### src/rtl/mem_arbiter.sv
// -----------------------------------------------------------------------------
// mem_arbiter
//
// Sole owner of the byte-wide RAM/IO port. Serialises byte transfers for three
// requesters (instruction fetch, load issue, committed store). Priority is
// fixed: store > load > fetch. A transaction, once accepted, is never
// preempted. Read bytes are assembled little-endian and returned with a
// one-cycle done pulse. Every done pulse is followed by one dead IDLE cycle,
// so a request line that is still high is not accepted a second time.
//
// Ports
//   clk, rst         clock; synchronous active-high reset
//   rdy              global ready; low freezes the engine and blocks writes
//   rb               rollback: aborts fetch/load, blocks fetch/load accept
//   if_ena/if_addr   fetch request (always 4 bytes)
//   if_done/if_data  fetch completion pulse and word
//   ld_ena/ld_addr/ld_len/ld_src   load request (len = bytes-1, ROB tag)
//   ld_done/ld_data/ld_tag         load completion, zero-extended data, tag
//   st_ena/st_addr/st_len/st_data  store request (len = bytes-1)
//   st_done          store completion pulse
//   mem_din          RAM read byte for the address presented this cycle
//   mem_dout/mem_a/mem_wr          RAM write byte, byte address, write strobe
//   io_full          IO buffer full; stalls writes into the IO region
// -----------------------------------------------------------------------------
module mem_arbiter #(
  parameter int         ROB_BIT = 4,
  parameter logic [1:0] IO_HI   = 2'b11
) (
  input  logic               clk,
  input  logic               rst,
  input  logic               rdy,
  input  logic               rb,

  input  logic               if_ena,
  input  logic [31:0]        if_addr,
  output logic               if_done,
  output logic [31:0]        if_data,

  input  logic               ld_ena,
  input  logic [31:0]        ld_addr,
  input  logic [1:0]         ld_len,
  input  logic [ROB_BIT-1:0] ld_src,
  output logic               ld_done,
  output logic [31:0]        ld_data,
  output logic [ROB_BIT-1:0] ld_tag,

  input  logic               st_ena,
  input  logic [31:0]        st_addr,
  input  logic [1:0]         st_len,
  input  logic [31:0]        st_data,
  output logic               st_done,

  input  logic [7:0]         mem_din,
  output logic [7:0]         mem_dout,
  output logic [31:0]        mem_a,
  output logic               mem_wr,
  input  logic               io_full
);

  typedef enum logic [1:0] {
    IDLE  = 2'd0,
    FETCH = 2'd1,
    LOAD  = 2'd2,
    STORE = 2'd3
  } state_t;

  // Transaction state
  state_t             state_reg;
  logic [2:0]         cnt_reg;     // index of the next byte to present (1..4)
  logic               cool_reg;    // dead cycle after a done or an abort
  logic [31:0]        addr_reg;    // base byte address of the transaction
  logic [1:0]         len_reg;     // bytes-1
  logic [31:0]        wdata_reg;   // store data
  logic [31:0]        rbuf_reg;    // read assembly buffer
  logic [ROB_BIT-1:0] tag_reg;     // load tag captured at accept
  logic               mem_wr_reg;  // write phase active

  // Derived values
  logic [2:0]  byte_idx;
  logic        last_byte;
  logic        io_stall;
  logic [31:0] next_addr;
  logic [31:0] rbuf_next;
  logic [7:0]  wlane [4];

  // cnt_reg runs one ahead of the byte whose address is on mem_a, so the
  // byte being completed at this edge is cnt_reg-1.
  assign byte_idx  = cnt_reg - 3'd1;
  assign last_byte = (byte_idx == {1'b0, len_reg});
  assign next_addr = addr_reg + {29'd0, cnt_reg};

  // The IO stall has to hide the strobe in the same cycle io_full is seen,
  // so the registered write phase is gated combinationally here; the FSM
  // simply holds while the stall lasts and the same byte is retried.
  assign io_stall  = (state_reg == STORE) && io_full && (mem_a[17:16] == IO_HI);
  assign mem_wr    = mem_wr_reg && rdy && !io_stall;

  // Byte lanes: merge the incoming read byte into its lane, and split the
  // store word into lanes for the write mux.
  genvar gi;
  generate
    for (gi = 0; gi < 4; gi++) begin : g_lane
      assign rbuf_next[8*gi +: 8] = (byte_idx[1:0] == 2'(gi)) ? mem_din
                                                               : rbuf_reg[8*gi +: 8];
      assign wlane[gi] = wdata_reg[8*gi +: 8];
    end
  endgenerate

  always_ff @(posedge clk) begin
    if (rst) begin
      state_reg  <= IDLE;
      cnt_reg    <= 3'd0;
      cool_reg   <= 1'b0;
      addr_reg   <= 32'd0;
      len_reg    <= 2'd0;
      wdata_reg  <= 32'd0;
      rbuf_reg   <= 32'd0;
      tag_reg    <= '0;
      mem_wr_reg <= 1'b0;
      mem_a      <= 32'd0;
      mem_dout   <= 8'd0;
      if_done    <= 1'b0;
      if_data    <= 32'd0;
      ld_done    <= 1'b0;
      ld_data    <= 32'd0;
      ld_tag     <= '0;
      st_done    <= 1'b0;
    end else begin
      // Done outputs are single-cycle pulses.
      if_done <= 1'b0;
      ld_done <= 1'b0;
      st_done <= 1'b0;

      if (rdy) begin
        case (state_reg)
          IDLE: begin
            if (cool_reg) begin
              cool_reg <= 1'b0;
            end else if (st_ena) begin
              // A committed store is accepted even during rollback.
              addr_reg   <= st_addr;
              len_reg    <= st_len;
              wdata_reg  <= st_data;
              mem_a      <= st_addr;
              mem_dout   <= st_data[7:0];
              mem_wr_reg <= 1'b1;
              cnt_reg    <= 3'd1;
              state_reg  <= STORE;
            end else if (!rb && ld_ena) begin
              addr_reg  <= ld_addr;
              len_reg   <= ld_len;
              tag_reg   <= ld_src;
              rbuf_reg  <= 32'd0;
              mem_a     <= ld_addr;
              cnt_reg   <= 3'd1;
              state_reg <= LOAD;
            end else if (!rb && if_ena) begin
              addr_reg  <= if_addr;
              len_reg   <= 2'd3;
              rbuf_reg  <= 32'd0;
              mem_a     <= if_addr;
              cnt_reg   <= 3'd1;
              state_reg <= FETCH;
            end
          end

          FETCH, LOAD: begin
            if (rb) begin
              // Speculative read is squashed without a done pulse.
              state_reg <= IDLE;
              cool_reg  <= 1'b1;
            end else begin
              rbuf_reg <= rbuf_next;
              if (last_byte) begin
                state_reg <= IDLE;
                cool_reg  <= 1'b1;
                if (state_reg == FETCH) begin
                  if_done <= 1'b1;
                  if_data <= rbuf_next;
                end else begin
                  ld_done <= 1'b1;
                  ld_data <= rbuf_next;
                  ld_tag  <= tag_reg;
                end
              end else begin
                mem_a   <= next_addr;
                cnt_reg <= cnt_reg + 3'd1;
              end
            end
          end

          STORE: begin
            if (!io_stall) begin
              if (last_byte) begin
                mem_wr_reg <= 1'b0;
                st_done    <= 1'b1;
                state_reg  <= IDLE;
                cool_reg   <= 1'b1;
              end else begin
                mem_a    <= next_addr;
                mem_dout <= wlane[cnt_reg[1:0]];
                cnt_reg  <= cnt_reg + 3'd1;
              end
            end
          end

          default: state_reg <= IDLE;
        endcase
      end
    end
  end

endmodule

### config.mk
export PLATFORM = sky130hd
export DESIGN_NAME = mem_arbiter
export DESIGN_NICKNAME = d
export VERILOG_FILES = /design/src/rtl/mem_arbiter.sv
export SDC_FILE = /design/constraint.sdc
export NUM_CORES = 1
export LEC_CHECK = 0
export BUFFER_PORTS_ARGS = -buffer_cell sky130_fd_sc_hd__buf_2
export CORE_MARGIN = 5
export CORE_UTILIZATION = 40
export DETAILED_ROUTE_END_ITERATION = 16
export PLACE_DENSITY = 0.62
export SETUP_SLACK_MARGIN = 0.4
export SLEW_MARGIN = 0
export SYNTH_ARGS = -nofsm -noshare
export SYNTH_HDL_FRONTEND = slang
export SYNTH_SLANG_ARGS = --single-unit
export TNS_END_PERCENT = 50
### constraint.sdc
create_clock -name clk -period 4.7 [get_ports clk]
set_clock_uncertainty 0.1 [all_clocks]
set_input_delay 0.47 -clock clk [delete_from_list [all_inputs] [get_ports clk]]
set_output_delay 0.47 -clock clk [all_outputs]
set_load 0.01 [all_outputs]
== Word-level counts from Yosys, hierarchy flattened ==
Index checks and enable logic that the tools add are counted.

* Bitwise gates (word level): 9
* Equal/unequal tests: 17
* Add/sub/neg operators: 3
* $lt $le $gt $ge: 1
* Muxes and demuxes: 57
* Reductions and logical operators: 27

{| class="wikitable"
|+ Operator list
! kind !! number
|-
| 2-to-1 mux 32 bit || 12
|-
| one-hot mux 32 bit (3 select lines) || 1
|-
| 2-to-1 mux 8 bit || 10
|-
| one-hot mux 32 bit (2 select lines) || 1
|-
| adder 32 x 3 -> 32 bit || 1
|-
| 2-to-1 mux 3 bit || 7
|-
| 2-to-1 mux 2 bit || 10
|-
| AND reduction 5 bit || 4
|-
| AND reduction 6 bit || 3
|-
| binary-select mux 8 bit (select 2 bit) || 1
|-
| one-hot mux 8 bit (2 select lines) || 1
|-
| != test 2 bit, second input constant || 7
|-
| AND reduction 4 bit || 3
|-
| == test 2 bit, second input constant || 5
|-
| 2-to-1 mux 1 bit || 10
|-
| one-hot mux 3 bit (3 select lines) || 1
|-
| NOT 1 bit || 8
|-
| logical AND 1 bit || 6
|-
| one-hot mux 2 bit (3 select lines) || 1
|-
| OR reduction 5 bit || 1
|-
| == test 2 x 1 -> 1 bit, second input constant || 2
|-
| logical NOT 2 bit || 2
|-
| != test 4 bit, second input constant || 1
|-
| nonzero test 2 bit || 2
|-
| 13 further kinds || 14
|}

* Bits in registers: 220
* Bits of input ports: 152
* Output and inout port bits: 112
* Word-level logic and storage cells: 131

== Longest topological paths before layout ==
* Word-level depth: 7
* Mapped depth: 10
* Gate-level depth less buffers: 7

== Worst setup path before layout ==
Ideal clock, no wire load.

* Path kind: reg-to-reg
* Start: register cnt_reg[0]
* End: register ld_data[10]
* Required time: 4.466 ns
* Slack: 1.919 ns
* Setup time: 0.134 ns
* Data arrival time: 2.547 ns
* Cell stages (with the launch flop): 11
* Period minus slack after synthesis: 2.781 ns
* Buffers on the path: 4
* Cell sequence: dfxtp_1 > buf_1 > inv_1 > ha_1 > xnor2_1 > or3_1 > clkbuf_1 > nor3_2 > buf_2 > buf_2 > a211oi_1

* Cells in the longest elaborated chain, start to end: 3
* Elaborated cells on any way between the ends: 5
* Those cells by class: add/sub: 1; eq/ne: 2; mux: 1; reduce/logical: 1

{| class="wikitable"
|+ Ends and longest elaborated chain
! what !! line !! source
|-
| from (decl) || 69 || <nowiki>logic [2:0] cnt_reg;</nowiki>
|-
| from (signal assigned) || 187 || <nowiki>cnt_reg <= cnt_reg + 3'd1;</nowiki>
|-
| from (signal assigned) || 202 || <nowiki>cnt_reg <= cnt_reg + 3'd1;</nowiki>
|-
| subtractor 3 x 1 -> 3 bit (*) || 88 || <nowiki>assign byte_idx = cnt_reg - 3'd1;</nowiki>
|-
| == test 3 x 2 -> 1 bit / == test 2 x 1 -> 1 bit (equally long branches) || 89, 103 ||
|-
| AND reduction 5 bit (no line) / 2-to-1 mux 8 bit (equally long branches) || -- ||
|-
| to (signal assigned) || 182 || <nowiki>ld_data <= rbuf_next;</nowiki>
|-
| to (decl) || 44 || <nowiki>output logic [31:0] ld_data,</nowiki>
|}

Mark *: on every way between the ends. The rest lies on a longest branch, timed or not.
A chain may end at the register's enable or synchronous reset.

== Worst setup path after layout ==
* Start: register state_reg[0]
* End: register mem_a[4]

* Cells in the longest elaborated chain, start to end: 5
* Elaborated cells on any way between the ends: 13
* Those cells by class: eq/ne: 7; mux: 1; reduce/logical: 5

{| class="wikitable"
|+ Ends and longest elaborated chain
! what !! line !! source
|-
| from (decl) || 68 || <nowiki>state_t state_reg;</nowiki>
|-
| from (signal assigned) || 111 || <nowiki>state_reg <= IDLE;</nowiki>
|-
| from (signal assigned) || 148 || <nowiki>state_reg <= STORE;</nowiki>
|-
| from (signal assigned) || 156 || <nowiki>state_reg <= LOAD;</nowiki>
|-
| == test 2 bit || 95, 135 ||
|-
| logical AND 1 bit (2 in a row) || 95 || <nowiki>assign io_stall = (state_reg == STORE) && io_full && (mem_a[17:16] == IO_HI);</nowiki>
|-
| != test 2 bit (no line) || -- ||
|-
| AND reduction 5 bit (no line) || -- ||
|-
| to (signal assigned) || 144 || <nowiki>mem_a <= st_addr;</nowiki>
|-
| to (signal assigned) || 154 || <nowiki>mem_a <= ld_addr;</nowiki>
|-
| to (signal assigned) || 161 || <nowiki>mem_a <= if_addr;</nowiki>
|-
| to (decl) || 55 || <nowiki>output logic [31:0] mem_a,</nowiki>
|}

Parallel ways exist; a longest one is shown, timed or not.

==> impl_metrics.json <==
{
  "ys.warnings.count": 0,
  "nFillCells": 2475,
  "min_period_ns": 3.224,
  "initial_core_util_pct": 40.27,
  "worst_path_largest_cell_delay_ns": 0.64,
  "synth_common_cells": "220 x dfxtp_1, 185 x nand2_1, 134 x nor2_1",
  "cts.sinks": 220,
  "cts_root_buf": "clkbuf_16",
  "synth_cell_types": 63,
  "synth_top_area_cell": "dfxtp_1",
  "rsz0062_at_grt": "no",
  "start_kind": "flip-flop",
  "seq_area_um2": 4404,
  "antenna_found_initial": 2,
  "crit_required_ns": 4.98,
  "clk_pin_slew_ns": 0.06,
  "grt_pass1_vias": 8804,
  "grt_pass1_wl_um": 47730,
  "relSlewSlack_pct": 28.04,
  "synth_top_cell_area_share_pct": 43.68,
  "ant_nets": 0,
  "portBuffers": 263,
  "post_cts_resize_count": 0,
  "async_reset_ff_share_pct": 0,
  "whs_ns": 0.09654,
  "p_leak_nw": 4.846,
  "post_cts_buffers": 0,
  "rows": 58,
  "die_x_um": 168.8,
  "internal_power_w": 0.003268,
  "drt_wl_total_um": 30230,
  "gp_congestion": 0.8403,
  "syn-num-nets": 1355,
  "synth_edf_count": 0,
  "yosys_most_used_dff": "dfxtp_1",
  "setup_ws_ns": 1.476,
  "vias": 9402,
  "die_h_um": 168.8,
  "wl_per_cell_um": 17.36,
  "switching_share_pct": 27.25,
  "num_io_pins": 264,
  "cp_cell_sequence": "ha_1 > nand4_1 > o2111ai_1 > nor3_2 > buf_4 > nor2_1 > a2111oi_0",
  "pwr-share-comb_pct": 14.9,
  "synth.most_common_cell": "dfxtp_1",
  "overflow": 0,
  "grtUsageTotal_pct": 20.21,
  "power.share.clock_pct": 40.3,
  "dieArea_um2": 28480,
  "path_max_fanout": 23,
  "hpwl_um": 21300,
  "pre_cts_ws_ns": 1.522,
  "cts.htree.levels": 1,
  "grt_max_degree": 86,
  "synthTopCellsByArea": "dfxtp_1 44%, mux2i_1 7.7%, nand2_1 6.9%, a211oi_1 5.8%, nor2_1 5.0%",
  "fin_tns_setup_ns": 0,
  "maxCapViolations": 0,
  "vias_per_cell": 5.397,
  "setup_viol": 0,
  "critPathKind": "reg -> reg",
  "fin_crit_sh_pct": 68.60,
  "layout-drive-gt1-share_pct": 23.83,
  "drv_slew": 0,
  "finalHoldViolations": 0,
  "yosysSeqAreaShare_pct": 43.68,
  "fmax_mhz": 310.2,
  "avgSynthCellArea_um2": 8.465,
  "power.density_nw_per_um2": 364.5,
  "first_pass_iters": 5,
  "drtIter0Drc": 674,
  "status": "completed",
  "finalNetCount": 1559,
  "hold_buffers": 0,
  "min_path_type": "in -> reg",
  "ir_drop_mv": 0.2177,
  "multi_input_area_um2": 5250,
  "numCtsBuffers": 24,
  "synth_area_um2": 10080,
  "p_seq_share_pct": 44.9,
  "p_sw_w": 0.001224,
  "syn_inst": 1191,
  "fin_util_pct": 49.22,
  "cts_buffer_depth": 3,
  "core-area_um2": 25040,
  "area_growth_pct": 22.23,
  "slowest_stage": "nor3_2",
  "crit_path_end_kind": "flip-flop",
  "tightest_slew_ns": 1.077,
  "crit_arrival_ns": 3.50,
  "synth_seq_cells": 220,
  "drc": 0,
  "tritoncts": "done",
  "clock_latency_ns": 0.51
}
per-stage QoR:
stage	cells	cell area (µm²)	power [W]
2_1_floorplan	1191	10080	0.002462
5_1_grt	1741	12320	0.004695
3_5_place_dp	1699	11570	0.002723
6_report	1742	12320	0.004492
4_1_cts	1740	12320	0.004547
3_3_place_gp	1699	11570	0.002713
layout by cell type, fill, tap and decap left out, types with 3 or more instances in the layout:
| cell | count |
|---|---|
| a21oi_1 | 92 |
| nand2_1 | 185 |
| nor2_1 | 133 |
| buf_2 | 262 |
| o21ai_1 | 4 |
| o21ai_0 | 45 |
| clkbuf_8 | 3 |
| and2_1 | 6 |
| nand4_1 | 14 |
| o211ai_1 | 9 |
| o22ai_1 | 4 |
| mux2i_1 | 78 |
| and4_1 | 5 |
| nor4_1 | 6 |
| nor3_1 | 15 |
| clkbuf_1 | 7 |
| ha_1 | 11 |
| o31ai_1 | 3 |
| and3_1 | 5 |
| mux4_2 | 8 |
| xnor2_1 | 11 |
| a31oi_1 | 3 |
| a32oi_1 | 24 |
| or3_1 | 6 |
| buf_4 | 17 |
| a22oi_1 | 12 |
| inv_1 | 13 |
| clkbuf_16 | 25 |
| clkinv_2 | 5 |
| nand3_1 | 25 |
| xor2_1 | 13 |
| o21a_1 | 3 |
| a311oi_1 | 4 |
| o221ai_1 | 10 |
| a211oi_1 | 78 |
| dfxtp_1 | 220 |
| o311ai_0 | 3 |
| nor3b_1 | 3 |
| nand2b_1 | 5 |
layer usage:
metal,wire [µm],vias up,share of wire [%],GRT usage [%]
li1,-,4672,-,-
met1,14040,4395,46,29.03
met2,13710,289,45,32.21
met3,1866,44,6.2,2.989
met4,597,2,2.0,4.728
met5,13,-,0.043,0
final cells by class:
| cell class | instances | area share [%] |
|---|---|---|
| clock inverters | 6 | 0.4467 |
| inverters | 14 | 0.4264 |
| well taps | 330 | 3.351 |
| diodes | 2 | 0.04061 |
| flip-flops and latches | 220 | 35.74 |
| repair buffers | 280 | 11.77 |
| clock buffers | 35 | 5.625 |
| multi-input cells | 855 | 42.60 |
power groups by stage:
stage	Clock, W	Combinational, W	Sequential (W)
5_1_grt	0.00193	0.000738	0.00202
2_1_floorplan	0	0.000401	0.00206
3_5_place_dp	0	0.000668	0.00205
6_report	0.00181	0.000667	0.00201
3_3_place_gp	0	0.000659	0.00205
4_1_cts	0.00186	0.000670	0.00201
worst paths after layout:
| kind | start | end | cells past startpoint | slack [ns] |
|---|---|---|---|---|
| min | ld_src[0] | tag_reg[0]$_SDFFE_PP0P_ | 3 | 0.1 |
| max reg2reg | state_reg[0]$_SDFFE_PP0P_ | mem_a[4]$_SDFFE_PP0P_ | 7 | 1.48 |
| min reg2reg | wdata_reg[17]$_SDFFE_PP0P_ | wdata_reg[17]$_SDFFE_PP0P_ | 2 | 0.35 |
| max | state_reg[0]$_SDFFE_PP0P_ | mem_a[4]$_SDFFE_PP0P_ | 7 | 1.48 |
worst max-delay path, delay by kind of cell, from the launching register on:
kind / cells / cell delay [ns]
AND/OR/NAND/NOR: 3 / 1.06
AO/OA/AOI/OAI: 2 / 0.71
adder cells (fa/ha/maj): 1 / 0.46
buffers and inverters: 1 / 0.41
flip-flops: 1 / 0.34
kinds of logic (layout without fill, tap and decap cells):
| family | Yosys count | after routing | share of synthesized area (%) |
|---|---|---|---|
| buffers and inverters | 116 | 335 | 4.517 |
| adders and majority gates | 12 | 12 | 1.564 |
| xor gates and xnor gates | 24 | 24 | 2.085 |
| muxes | 87 | 87 | 9.643 |
| and+or+nand+nor | 425 | 425 | 18.53 |
| other | 0 | 2 | 0 |
| AOI/OAI and AO/OA | 307 | 307 | 19.98 |
| DFF | 220 | 220 | 43.68 |
Note: power is estimated with default switching activity, not from simulation.
